==> config.mk <==
export PLATFORM = sky130hd
export DESIGN_NAME = rr_mux_sel_arbiter
export DESIGN_NICKNAME = d
export VERILOG_FILES = /design/src/rtl/rr_mux_sel_arbiter.sv
export SDC_FILE = /design/constraint.sdc
export NUM_CORES = 1
export LEC_CHECK = 0
export CORE_AREA = 4 4 63 65
export CTS_BUF_LIST = sky130_fd_sc_hd__clkbuf_8
export DETAILED_ROUTE_END_ITERATION = 10
export DIE_AREA = 0 0 67 69
export PLACE_DENSITY_LB_ADDON = 0.2
export SYNTH_ARGS = -nofsm -noshare
export SYNTH_HDL_FRONTEND = slang
export SYNTH_SLANG_ARGS = --single-unit
==> constraint.sdc <==
create_clock -name clk -period 4.6 [get_ports clk]
set_input_delay 0.92 -clock clk [delete_from_list [all_inputs] [get_ports clk]]
set_output_delay 0.92 -clock clk [all_outputs]
set_load 0.03 [all_outputs]
==> src/rtl/rr_mux_sel_arbiter.sv <==
// Round-robin arbiter driving the select lines of the 8:1 mux directly upstream.
// One source is granted at a time; the selection is held until a valid/ready
// handshake completes or a watchdog abandons the grant.
module rr_mux_sel_arbiter #(
  parameter int unsigned TIMEOUT = 16
) (
  input  logic       clk,
  input  logic       rst_n,
  input  logic [7:0] req,
  input  logic       out_ready,
  output logic       sel0,
  output logic       sel1,
  output logic       sel2,
  output logic       out_valid,
  output logic [7:0] grant,
  output logic [7:0] ack,
  output logic       timeout
);

  typedef enum logic {
    IDLE,
    GRANT
  } state_t;

  localparam logic [7:0] WDOG_LAST = 8'(TIMEOUT - 1);

  state_t     state;
  logic [2:0] sel;
  logic [2:0] ptr;
  logic [7:0] wdog;
  logic [2:0] pick;
  logic [2:0] cand;
  logic       found;

  assign {sel2, sel1, sel0} = sel;
  assign ack = grant & {8{out_valid & out_ready}};

  // Find the first requesting source, starting at ptr and wrapping 7->0.
  always_comb begin
    found = 1'b0;
    pick  = '0;
    cand  = '0;
    for (int unsigned i = 0; i < 8; i++) begin
      cand = ptr + 3'(i);
      if (!found && req[cand]) begin
        found = 1'b1;
        pick  = cand;
      end
    end
  end

  // Arbitration FSM with registered select, grant, valid and timeout pulse.
  always_ff @(posedge clk) begin
    if (!rst_n) begin
      state     <= IDLE;
      sel       <= '0;
      grant     <= '0;
      out_valid <= 1'b0;
      timeout   <= 1'b0;
      ptr       <= '0;
      wdog      <= '0;
    end else begin
      timeout <= 1'b0;
      case (state)
        IDLE: begin
          if (found) begin
            sel       <= pick;
            grant     <= 8'b1 << pick;
            out_valid <= 1'b1;
            wdog      <= '0;
            state     <= GRANT;
          end
        end
        GRANT: begin
          if (out_ready) begin
            ptr       <= sel + 3'd1;
            grant     <= '0;
            out_valid <= 1'b0;
            state     <= IDLE;
          end else if (wdog == WDOG_LAST) begin
            timeout   <= 1'b1;
            ptr       <= sel + 3'd1;
            grant     <= '0;
            out_valid <= 1'b0;
            state     <= IDLE;
          end else begin
            wdog <= wdog + 8'd1;
          end
        end
        default: state <= IDLE;
      endcase
    end
  end

endmodule
==> impl_metrics.tcl <==
set metrics [dict create \
    rows 21 \
    arrival_ns 3.92 \
    cts_tree "yes" \
    rsz0062_at_grt "false" \
    cts_root_buffer "clkbuf_8" \
    dp_cells 275 \
    stdcell_count 279 \
    status "finished clean" \
    ys_warn_count 0 \
    grtUsageTotal_pct 23.5 \
    clock_latency_ns 0.27 \
    whs_endpoint "grant[3]" \
    critPathLaunchType "flop" \
    final_antenna_net_count 0 \
    swShare_pct 37.3 \
    grt_pass1_vias 1712 \
    htreeDepth 1 \
    antenna_found_initial 0 \
    drt_iter0_drc 133 \
    fmax_mhz 266 \
    grt_pass1_wl_um 8530 \
    vdd_drop_max_mv 0.245 \
    avgViaCountPerCell 6.09 \
    min_period_over_period_pct 81.8 \
    p_leak_nw 0.851 \
    syn_to_final_growth_pct 18.7 \
    numClockSinks 25 \
    post-route-min-period_ns 3.76 \
    p_sw_mw 0.247 \
    io_pins 32 \
    dp.final_hpwl_um 3770 \
    crit_type "reg -> reg" \
    avgSynthCellArea_um2 9.76 \
    synth_edf_count 0 \
    dp_slack_ns 0.663 \
    cts_resized 0 \
    critPathMaxFanout 13 \
    wirelength_um 4900 \
    clk_pin_slew_ns 0.09 \
    skew_ns 0.00474 \
    seqPwrFrac_pct 36.7 \
    worst_slack_ns 0.837 \
    tns_ns 0 \
    drv_cap 0 \
    initial_core_util_pct 59.7 \
    p_int_mw 0.415 \
    reg2reg_depth 11 \
    slew_headroom_pct 49.0 \
    critical-path-max-stage-delay_ns 0.67 \
    hp-start "grant[3]" \
    syn_area_um2 1990 \
    gp_congestion 0.893 \
    port-buffer-count 31 \
    crit_required_ns 4.76 \
    setup_viol 0 \
    worst_pin_slew_ns 0.764 \
    core_um2 3340 \
    ys_ff_latch 25 \
    crit_slowest_cell "o31ai_2" \
    synthCells 204 \
    clkPwrFrac_pct 19.5 \
    nNetsFinal 249 \
    grt_max_degree 16 \
    drive_gt1_share_pct 19.3 \
    die_area_um2 4620 \
    cts_buffer_depth 2 \
    whs_path_depth 2 \
    n_fill_cell 256 \
    path_cells "buf_4, inv_1, ha_1, mux4_2, mux2i_1, a32o_2, nand4_4, o31ai_2, nor3_1, xnor2_1, nor2_1" \
    async_reset_ff_share_pct 0 \
    die_h_um 69 \
    reg2reg_to "wdog[5]" \
    power_density_nw_per_um2 280 \
    cts_hold_buf 0 \
    numCtsBuffers 3 \
    synth_ff_type "dfxtp_1" \
    ys_types 64 \
    gr-total-overflow 0 \
    detail_route.wl_per_cell_um 17.6 \
    cts_setup_buffers 0 \
    via_count 1700 \
    antennaDiodeCount 0 \
    rrSetupSlack_ns 0.84 \
    register_area_um2 500 \
    drc 0 \
    yosysSeqAreaShare_pct 25.1 \
    p_comb_share_pct 43.8 \
    drv_slew 0 \
    fp.dieW_um 67 \
    worstSetupEndpointType "flop" \
    multi_input_area_um2 1410 \
    firstDrtPassIters 4 \
    reg2reg_from "ptr[1]" \
    syn_nets 219 \
    hp-class "reg -> reg" \
    hold_viol 0 \
]
[cells in the mapped netlist, types with 2 or more instances]
library cell	n	area [um2]
dfxtp_1	25	500
nand2_1	21	78.8
nor2_1	20	75.1
a21oi_1	10	50.1
and3_1	9	56.3
mux4_2	9	203
o21ai_1	8	40.0
inv_1	6	22.5
mux2i_1	6	60.1
nand2b_1	6	37.5
xnor2_1	5	43.8
ha_1	4	50.1
mux2i_4	4	90.1
nand3_1	4	20.0
o21ai_0	4	20.0
buf_4	3	22.5
nor3_1	3	15.0
or3_1	3	18.8
a21o_1	2	15.0
and2_2	2	15.0
buf_6	2	22.5
nand4_1	2	12.5
o221a_1	2	22.5
o31ai_2	2	25.0
xnor2_2	2	32.5
xor2_1	2	17.5
[cells by family after synthesis]
family / count (synthesis) / synth area share, %
xor gates and xnor gates: 9 / 4.71
AOI/OAI and AO/OA: 45 / 19.4
buffers and inverters: 15 / 4.21
and+or+nand+nor: 83 / 22.9
DFF: 25 / 25.1
adders and majority gates: 4 / 2.51
muxes: 23 / 21.1
[placed cells by master (no fill, tap or decap), drive strengths merged, types with 5 or more instances in the layout]
cell,instances
xnor2,7
a21oi,10
nand2b,7
inv,7
nand3,5
o21ai,12
clkdlybuf4s50,31
nor2,21
mux4,10
and3,9
nand2,22
dfxtp,25
mux2i,11
[area by class of cell]
cell class / count / share of cell area [%]
Multi-Input combinational cell: 164 / 59.5
Sequential cell: 25 / 21.2
Timing Repair Buffer: 33 / 13.8
Tap cell: 46 / 2.44
Clock buffer: 3 / 1.75
Inverter: 7 / 1.11
Clock inverter: 1 / 0.212
[worst max-delay path, delay by kind of cell, from the launching register on]
family                     cells  cell delay, ns
adders and majority gates      1            0.53
AOI/OAI and AO/OA              2            0.93
DFF                            1            0.31
and+or+nand+nor                3            0.41
xor gates and xnor gates       1            0.21
buffers and inverters          2            0.35
muxes                          2            0.91
[metrics by stage]
step | instance area, um2 | power [mW] | utilization [%] | hold slack, ns
floorplan | 1990 | 0.463 | - | 0.469
global placement | 2320 | 0.524 | 69.4 | 0.448
detailed placement | 2320 | 0.533 | 69.4 | 0.449
CTS | 2360 | 0.665 | 70.8 | 0.462
global route | 2360 | 0.699 | 70.8 | 0.498
finish | 2360 | 0.661 | 70.8 | 0.458
[flip-flops by register name, indices dropped and copies added, names as in the netlist]
name,cells
grant,8
timeout,1
state,1
wdog,8
ptr,3
out_valid,1
sel,3
[per-layer routing]
layer / GRT usage (%) / routed length (um) / vias up
li1: - / - / 816
met1: 32.3 / 2110 / 835
met2: 38.1 / 2530 / 44
met3: 3.41 / 209 / 5
met4: 6.08 / 43 / 0
met5: 0 / 0 / -
[how the worst max path moves through the flow]
stage | from | to | slack, ns | cells past startpoint
final | ptr[1] | wdog[5] | 0.84 | 11
after global routing | ptr[1] | wdog[5] | 0.53 | 11
after CTS | ptr[1] | wdog[5] | 0.83 | 11
after detailed placement | req[0] | wdog[5] | 0.66 | 9
after global placement | req[0] | wdog[6] | 0.87 | 9
after floorplan | ptr[1] | wdog[7] | 1.61 | 13
[power groups by stage]
stage          clock, mW  sequential, mW  combinational (mW)
2_1_floorplan          0           0.264               0.199
3_3_place_gp           0           0.246               0.278
3_5_place_dp           0           0.247               0.286
4_1_cts            0.133           0.242               0.289
5_1_grt            0.142           0.245               0.312
6_report           0.129           0.242               0.290
(Power assumes the default switching activity.)
